<file path="src/rtl/rojobot_defs.sv">
// Shared definitions for the rojobot2 motion model.
package rojobot_defs;

    localparam int unsigned HEADING_W    = 3;
    localparam int unsigned SPEED_W      = 3;
    localparam int unsigned MOT_W        = 3;
    localparam int unsigned TICK_MAX_SIM = 5;
    localparam int unsigned TICK_MAX_HW  = 19_999_999;

    typedef enum logic [MOT_W-1:0] {
        MOT_STOP   = 3'd0,
        MOT_FWD    = 3'd1,
        MOT_REV    = 3'd2,
        MOT_SPIN_R = 3'd3,
        MOT_SPIN_L = 3'd4,
        MOT_PIVOT  = 3'd5
    } mot_state_e;

    typedef enum logic [1:0] {
        CMD_NONE = 2'd0,
        CMD_FWD  = 2'd1,
        CMD_REV  = 2'd2
    } wheel_cmd_e;

    // Both or neither button pressed means no command.
    function automatic wheel_cmd_e decode_cmd(input logic fwd, input logic rev);
        case ({fwd, rev})
            2'b10:   return CMD_FWD;
            2'b01:   return CMD_REV;
            default: return CMD_NONE;
        endcase
    endfunction

endpackage

</file>
<file path="src/rtl/rojobot_tick.sv">
// Update-rate divider: one-clock tick every TICK_MAX+1 clocks.
module rojobot_tick
    import rojobot_defs::*;
#(
    parameter int unsigned SIMULATE = 0
)(
    input  logic clk,
    input  logic reset_n,
    output logic tick
);

    localparam int unsigned TICK_MAX = (SIMULATE != 0) ? TICK_MAX_SIM : TICK_MAX_HW;
    localparam int unsigned CNT_W    = $clog2(TICK_MAX + 1);

    logic [CNT_W-1:0] cnt;

    // Free-running count; tick pulses as the counter wraps from TICK_MAX.
    always_ff @(posedge clk or negedge reset_n) begin
        if (!reset_n) begin
            cnt  <= '0;
            tick <= 1'b0;
        end else if (cnt == CNT_W'(TICK_MAX)) begin
            cnt  <= '0;
            tick <= 1'b1;
        end else begin
            cnt  <= cnt + CNT_W'(1);
            tick <= 1'b0;
        end
    end

endmodule

</file>
<file path="src/rtl/rojobot_wheel.sv">
// One wheel: speed ramp with brake-before-reverse and position integration.
module rojobot_wheel
    import rojobot_defs::*;
#(
    parameter int unsigned POS_WIDTH = 8,
    parameter int unsigned MAX_SPEED = 3,
    parameter int unsigned WRAP      = 1
)(
    input  logic                 clk,
    input  logic                 reset_n,
    input  logic                 tick,
    input  logic                 fwd,
    input  logic                 rev,
    output logic [POS_WIDTH-1:0] pos,
    output logic [SPEED_W-1:0]   speed,
    output logic                 dir
);

    localparam int unsigned PW1 = POS_WIDTH + 1;

    wheel_cmd_e           cmd;
    logic                 cmd_rev;
    logic [PW1-1:0]       sum;
    logic [POS_WIDTH-1:0] pos_nxt;
    logic [SPEED_W-1:0]   speed_nxt;
    logic                 dir_nxt;

    // Next state from pre-tick speed/dir; sum carries one extra bit to spot over/underflow.
    always_comb begin
        cmd       = decode_cmd(fwd, rev);
        cmd_rev   = (cmd == CMD_REV);
        sum       = dir ? ({1'b0, pos} - PW1'(speed)) : ({1'b0, pos} + PW1'(speed));
        pos_nxt   = sum[POS_WIDTH-1:0];
        speed_nxt = speed;
        dir_nxt   = dir;

        if (WRAP == 0 && sum[POS_WIDTH]) begin
            pos_nxt = dir ? '0 : '1;
        end

        if (cmd == CMD_NONE) begin
            speed_nxt = '0;
        end else if (cmd_rev == dir || speed == '0) begin
            dir_nxt   = cmd_rev;
            speed_nxt = (speed >= SPEED_W'(MAX_SPEED)) ? SPEED_W'(MAX_SPEED) : speed + SPEED_W'(1);
        end else begin
            speed_nxt = '0;
        end
    end

    // Wheel registers advance only on tick.
    always_ff @(posedge clk or negedge reset_n) begin
        if (!reset_n) begin
            pos   <= '0;
            speed <= '0;
            dir   <= 1'b0;
        end else if (tick) begin
            pos   <= pos_nxt;
            speed <= speed_nxt;
            dir   <= dir_nxt;
        end
    end

endmodule

</file>
<file path="src/rtl/rojobot2.sv">
// Two-wheel robot motion model: divider, two wheels, heading and motion decode.
module rojobot2
    import rojobot_defs::*;
#(
    parameter int unsigned SIMULATE  = 0,
    parameter int unsigned POS_WIDTH = 8,
    parameter int unsigned MAX_SPEED = 3,
    parameter int unsigned WRAP      = 1
)(
    input  logic                 clk,
    input  logic                 reset_n,
    input  logic                 left_fwd,
    input  logic                 left_rev,
    input  logic                 right_fwd,
    input  logic                 right_rev,
    output logic [POS_WIDTH-1:0] left_pos,
    output logic [POS_WIDTH-1:0] right_pos,
    output logic [SPEED_W-1:0]   left_speed,
    output logic [SPEED_W-1:0]   right_speed,
    output logic                 left_dir,
    output logic                 right_dir,
    output logic [HEADING_W-1:0] heading,
    output logic [MOT_W-1:0]     mot_state,
    output logic                 tick
);

    mot_state_e mot;
    logic       left_mv;
    logic       right_mv;

    rojobot_tick #(.SIMULATE(SIMULATE)) u_tick (
        .clk     (clk),
        .reset_n (reset_n),
        .tick    (tick)
    );

    rojobot_wheel #(.POS_WIDTH(POS_WIDTH), .MAX_SPEED(MAX_SPEED), .WRAP(WRAP)) u_left (
        .clk     (clk),
        .reset_n (reset_n),
        .tick    (tick),
        .fwd     (left_fwd),
        .rev     (left_rev),
        .pos     (left_pos),
        .speed   (left_speed),
        .dir     (left_dir)
    );

    rojobot_wheel #(.POS_WIDTH(POS_WIDTH), .MAX_SPEED(MAX_SPEED), .WRAP(WRAP)) u_right (
        .clk     (clk),
        .reset_n (reset_n),
        .tick    (tick),
        .fwd     (right_fwd),
        .rev     (right_rev),
        .pos     (right_pos),
        .speed   (right_speed),
        .dir     (right_dir)
    );

    assign left_mv  = (left_speed != '0);
    assign right_mv = (right_speed != '0);

    // Heading turns one octant per tick while both wheels spin in opposite directions.
    always_ff @(posedge clk or negedge reset_n) begin
        if (!reset_n) begin
            heading <= '0;
        end else if (tick && left_mv && right_mv) begin
            if (!left_dir && right_dir) begin
                heading <= heading + HEADING_W'(1);
            end else if (left_dir && !right_dir) begin
                heading <= heading - HEADING_W'(1);
            end
        end
    end

    // Motion state decoded straight from the wheel registers.
    always_comb begin
        mot = MOT_STOP;
        if (left_mv && right_mv) begin
            case ({left_dir, right_dir})
                2'b00:   mot = MOT_FWD;
                2'b11:   mot = MOT_REV;
                2'b01:   mot = MOT_SPIN_R;
                default: mot = MOT_SPIN_L;
            endcase
        end else if (left_mv || right_mv) begin
            mot = MOT_PIVOT;
        end
        mot_state = mot;
    end

endmodule
</file>
<file path="config.mk">
export PLATFORM = sky130hd
export DESIGN_NAME = rojobot2
export DESIGN_NICKNAME = d
export VERILOG_FILES = /design/src/rtl/rojobot_defs.sv /design/src/rtl/rojobot_tick.sv /design/src/rtl/rojobot_wheel.sv /design/src/rtl/rojobot2.sv
export SDC_FILE = /design/constraint.sdc
export NUM_CORES = 1
export LEC_CHECK = 0
export ABC_AREA = 1
export BUFFER_PORTS_ARGS = -buffer_cell sky130_fd_sc_hd__buf_2
export CORE_MARGIN = 2
export CORE_UTILIZATION = 60
export DETAILED_ROUTE_END_ITERATION = 6
export PLACE_DENSITY = 0.81
export SLEW_MARGIN = 30
export SYNTH_ARGS = -nofsm -noshare
export SYNTH_HDL_FRONTEND = slang
export SYNTH_SLANG_ARGS = --single-unit
</file>
<file path="constraint.sdc">
create_clock -name clk -period 2.65 [get_ports clk]
set_clock_uncertainty 0.15 [all_clocks]
set_input_delay 0 -clock clk [delete_from_list [all_inputs] [get_ports clk]]
set_output_delay 0 -clock clk [all_outputs]
set_load 0.05 [all_outputs]
</file>
Word-level counts from Yosys, hierarchy flattened --
Index checks and enable logic that the tools add are counted.
Storage, ports and cells: output and inout port bits 31, input port bits 6, register bits after elaboration 53
Cells by class: add/subtract/negate cells 9, order comparisons 2, mux-type cells 17, equality and inequality tests 11, bitwise operators 2, reductions and logical operators 21
Operator list (number):
- $mux W3 | 10
- $add A25 B1 Y25 const B | 1
- $eq A25 B25 Y1 const B | 1
- $mux W25 | 1
- $add A8 B3 Y8 | 2
- $mux W8 | 2
- $sub A8 B3 Y8 | 2
- $eq A2 B2 Y1 const B | 5
- $add A3 B1 Y3 const B | 3
- $pmux W3 S3 | 1
- $pmux W2 S2 | 2
- $eq A2 B1 Y1 const B | 3
- $ge A3 B2 Y1 const B | 2
- $logic_not A2 Y1 | 3
- $logic_not A3 Y1 | 2
- $reduce_and A3 Y1 | 2
- $reduce_bool A3 Y1 | 2
- $logic_and A1 B1 Y1 | 5
- $logic_or A1 B1 Y1 | 3
- $sub A3 B1 Y3 const B | 1
- $eq A1 B1 Y1 | 2
- $logic_not A1 Y1 | 2
- $not A1 Y1 | 2
- $reduce_and A2 Y1 | 1
- 2 further kinds | 2

Depth between registers and ports, before layout --
depth after elaboration 7, depth in mapped cells 13

Cells and area by module --
Synthesis repeated with hierarchy kept, for this count alone.
Unflattened totals: cell total of the unflattened synthesis 528, area total of the unflattened synthesis 3778.6 um^2
By module, submodules not included:
- rojobot_wheel | area each 932.1 um^2, times used 2, seq. area each 300.3 um^2, cells an instance 127
- rojobot_tick | area each 1559.0 um^2, times used 1, seq. area each 650.6 um^2, cells an instance 224
- rojobot2 | area each 355.3 um^2, times used 1, seq. area each 75.1 um^2, cells an instance 50

Worst setup path before layout --
Ideal clock, no wire load.
kind register -> output, from register u_left.speed[0], to output mot_state[0], path slack -0.008 ns, data arrival time 2.508 ns, stages on the path, launching flop included 7, buffers on the path 0, required time 2.500 ns, path through dfrtp_1 > inv_1 > ha_1 > ha_1 > inv_1 > nand2_1 > o21ai_0
On the way: cells in the longest elaborated chain, start to end 4
RTL lines:
- start, declared | RTL line rojobot_wheel.sv:15 | output logic [SPEED_W-1:0] speed,
- start signal, assigned | RTL line rojobot_wheel.sv:59 | speed <= speed_nxt;
- $reduce_bool A3 Y1 (*) | RTL line rojobot2.sv:59 | assign left_mv = (left_speed != '0);
- $logic_or A1 B1 Y1 | RTL line rojobot2.sv:85 | end else if (left_mv || right_mv) begin
- $mux W3 | RTL line rojobot2.sv:85
- $mux W3 (*) | RTL line rojobot2.sv:78 | if (left_mv && right_mv) begin
- end, declared | RTL line rojobot2.sv:23 | output logic [MOT_W-1:0] mot_state,
Every way passes the cells marked *; elsewhere a longest branch is shown, timed or not.

Worst setup path after layout --
from register u_right.speed[0], to register u_right.pos[5]
On the way: cells in the longest elaborated chain, start to end 2
RTL lines:
- start, declared | RTL line rojobot_wheel.sv:15
- start signal, assigned | RTL line rojobot_wheel.sv:59
- $add A8 B3 Y8 or $sub A8 B3 Y8 (tied branches) | RTL line rojobot_wheel.sv:32 | sum = dir ? ({1'b0, pos} - PW1'(speed)) : ({1'b0, pos} + PW1'(speed));
- $mux W8 (*) | RTL line rojobot_wheel.sv:32
- end signal, assigned | RTL line rojobot_wheel.sv:58 | pos <= pos_nxt;
- end, declared | RTL line rojobot_wheel.sv:14 | output logic [POS_WIDTH-1:0] pos,
Marks and branches as above. A chain may end at the register's enable or synchronous reset.

==> reports/metrics.cfg <==
[critical_path]
cp_slowest_cell = dfrtp_1
crit_type = reg2reg
crit_fanout = 5
crit_top_cell = ha_1
critical-path-top-delay-family = adder cells
end_kind = register
cp_num_buf_inv = 1
cp.arrival_ns = 2.42
cp_slowest_stage_delay_ns = 0.40
crit_path_cell_trace = inv_1 -> ha_1 -> ha_1 -> o21ai_0 -> ha_1 -> or2_2 -> nand3b_1 -> nand3b_1 -> nand3_1 -> nand2_1
start_kind = register
crit_required_ns = 2.72

[min_path]
hold_class = in2reg

[timing]
finalCriticalPeriod_ns = 2.36
worst_pin_slew_ns = 0.640
max_clock_freq_mhz = 424
rsz0062_at_grt = no
slew_violations = 0
setup_ws_ns = 0.291
setup_viol = 0
hold_violations = 0
fin_crit_sh_pct = 89.0
setup-tns-final_ns = 0
timing.slew.headroom_pct = 57.2

[run_status]
status = complete, no violations

[detailed_routing]
via_per_inst = 5.28
drt_iter0_drc = 166
post-route-drc-count = 0
totalWireLength_um = 7990
drt-pass1-iter-count = 4
wl_per_cell_um = 12.9
ant_nets = 0
via_count = 3266

[clocking]
cts_made_buffers = 5
root_buffer = clkbuf_8
clock_path_buffers = 2
cts_sinks = 53
cts_tree = done
clk_pin_slew_ns = 0.10
htreeDepth = 2
clk_latency_ns = 0.31
cts-resized-gates = 0

[job]
timing.max_cap.violations = 0

[floorplan]
start_util_pct = 61.9
core_mm2 = 0.00589
num_rows = 28
die_h_um = 81.9
die_w_um = 81.9
pin_count = 37
die-area_mm2 = 0.00671

[final_layout]
final_util_pct = 69.0
syn_to_final_growth_pct = 11.5
nets = 582
num_antenna_cells = 0
layout-drive-gt1-share_pct = 12.1

[logic_synthesis]
ys.flop_type = dfrtp_1
ys_ff_latch = 53
postSynthAreaPerCell_um2 = 7.31
syn_inst = 498
synth.distinct_cells = 30
netlist_area_mm2 = 0.00364
synth_seq_area_share_pct = 36.4
synth-warning-count = 0
synth-edff-count = 0
synthArstFlopShare_pct = 100
synth_nets = 537

[pwr]
combPwrFrac_pct = 11.3
power_switching_uw = 402
pwr-share-seq_pct = 52.8
p_int_uw = 1150
switching_share_pct = 25.9
pwr-share-clk_pct = 35.9
power_density_mw_per_mm2 = 382
max-vdd-ir-drop_mv = 0.301
leakage_uw = 0.00218
fin_total_pwr_uw = 1550

[global_route]
antenna_found_initial = 0
grt_pass1_vias = 3081
grt_max_degree = 41
grt.total_usage_pct = 26.2
overflow = 0
grt_pass1_wl_um = 13600

[placed_design]
pre_cts_slack_ns = 0.289
place.gp.congestion = 0.930
hpwl_um = 6120
port_buffers = 36

==> power by group through the flow <==
stage,logic [uW],registers [uW],clock network (uW)
floorplan,108,843,0
CTS,175,819,567
finish,175,819,558
detailed placement,169,835,0
global placement,164,834,0
global route,198,820,597
==> cell usage after synthesis (3+ instances only) <==
cell type | count | area share, %
a21oi_1 | 9 | 1.2
dfrtp_1 | 53 | 36
fa_1 | 3 | 1.6
ha_1 | 30 | 10
inv_1 | 64 | 6.6
nand2_1 | 145 | 15
nand2_2 | 3 | 0.52
nand3_1 | 30 | 4.1
nand3b_1 | 7 | 1.4
nand4_1 | 5 | 0.86
nor2_1 | 71 | 7.3
nor2_2 | 7 | 1.2
nor2_4 | 4 | 1.2
nor3_1 | 5 | 0.69
o21ai_0 | 23 | 3.2
o22ai_1 | 4 | 0.69
xnor2_1 | 9 | 2.2
xor2_1 | 9 | 2.2
==> state kept, by name, summed over array words and instances, names as in the netlist <==
name / cells
u_tick.cnt: 25
u_left.pos: 8
u_right.pos: 8
heading: 3
u_left.speed: 3
u_right.speed: 3
u_left.dir: 1
u_right.dir: 1
u_tick.tick: 1
==> per-layer routing <==
metal / GRT usage (%) / vias up / routed length (um)
li1: - / 1654 / -
met1: 31.5 / 1504 / 3450
met2: 46.7 / 90 / 3980
met3: 4.62 / 18 / 377
met4: 9.67 / 0 / 182
met5: 0 / - / 0
==> cell type report <==
type / instances / area [um2]
Clock buffer: 6 / 72.6
Tap cell: 75 / 93.8
Sequential cell: 53 / 1330
Multi-Input combinational cell: 375 / 2040
Fill cell: 497 / 1820
Timing Repair Buffer: 43 / 243
Clock inverter: 2 / 38.8
Inverter: 65 / 244
==> cells by family after synthesis <==
family | share of synthesized area (%)
AND/OR/NAND/NOR | 33.6
buffers and inverters | 7.46
flip-flops | 36.4
AO/OA/AOI/OAI | 5.91
adder cells (fa/ha/maj) | 12.0
XOR/XNOR | 4.33
multiplexers | 0.309
==> metrics by stage <==
| stage | instances | cell area, um2 | hold WS [ns] |
|---|---|---|---|
| 2_1_floorplan | 498 | 3640 | -0.446 |
| 3_3_place_gp | 607 | 3910 | -0.234 |
| 3_5_place_dp | 607 | 3910 | -0.231 |
| 4_1_cts | 619 | 4060 | 0.0317 |
| 5_1_grt | 619 | 4060 | 0.0703 |
| 6_report | 619 | 4060 | 0.0447 |
==> final timing paths <==
| path | startpoint | endpoint | slack (ns) | depth (start not counted) |
|---|---|---|---|---|
| max | u_right.speed[0] | u_right.pos[5] | 0.29 | 10 |
| min | left_fwd | u_left.dir | 0.04 | 4 |
| max reg2reg | u_right.speed[0] | u_right.pos[5] | 0.29 | 10 |
| min reg2reg | u_tick.cnt[0] | u_tick.cnt[0] | 0.31 | 1 |
| max in group asynchronous | reset_n | u_right.pos[4] | 1.28 | 3 |
| min in group asynchronous | reset_n | u_left.pos[3] | 0.16 | 3 |
==> what timing repair did <==
item	4_1_cts	5_1_grt
endpoints found under the hold margin	55	0
setup buffers	0	0
hold buffers	4	0
==> worst register-to-register path: stages (launching register included) <==
cell      delay, ns
dfrtp_1        0.40
inv_1          0.12
ha_1           0.22
ha_1           0.26
o21ai_0        0.16
ha_1           0.28
or2_2          0.31
nand3b_1       0.11
nand3b_1       0.10
nand3_1        0.10
nand2_1        0.05
==> placed cells by master, fill, tap and decap left out <==
master | netlist | final
inv_2 | 1 | 1
xor2_1 | 9 | 9
nor2_1 | 71 | 71
nor2_4 | 4 | 4
mux2_2 | 1 | 1
nand2_4 | 1 | 1
o22ai_1 | 4 | 4
buf_2 | 1 | 36
nand3_2 | 1 | 1
nand2_2 | 3 | 3
nand2_1 | 145 | 145
a21oi_1 | 9 | 9
nand4_1 | 5 | 5
bufinv_16 | 0 | 1
nand3_1 | 30 | 30
dlygate4sd3_1 | 0 | 4
dfrtp_1 | 53 | 53
or2_2 | 2 | 2
o21ai_0 | 23 | 22
xnor2_1 | 9 | 9
ha_1 | 30 | 30
fa_1 | 3 | 3
nor2_2 | 7 | 7
clkbuf_1 | 2 | 1
o31ai_1 | 2 | 2
nand3b_1 | 7 | 7
clkbuf_8 | 0 | 5
and2_1 | 2 | 2
o21ai_1 | 0 | 1
buf_4 | 0 | 3
o21a_1 | 2 | 2
inv_1 | 64 | 64
clkinv_4 | 0 | 1
nor3_1 | 5 | 5
No activity file was read; power rests on OpenSTA's default activity.
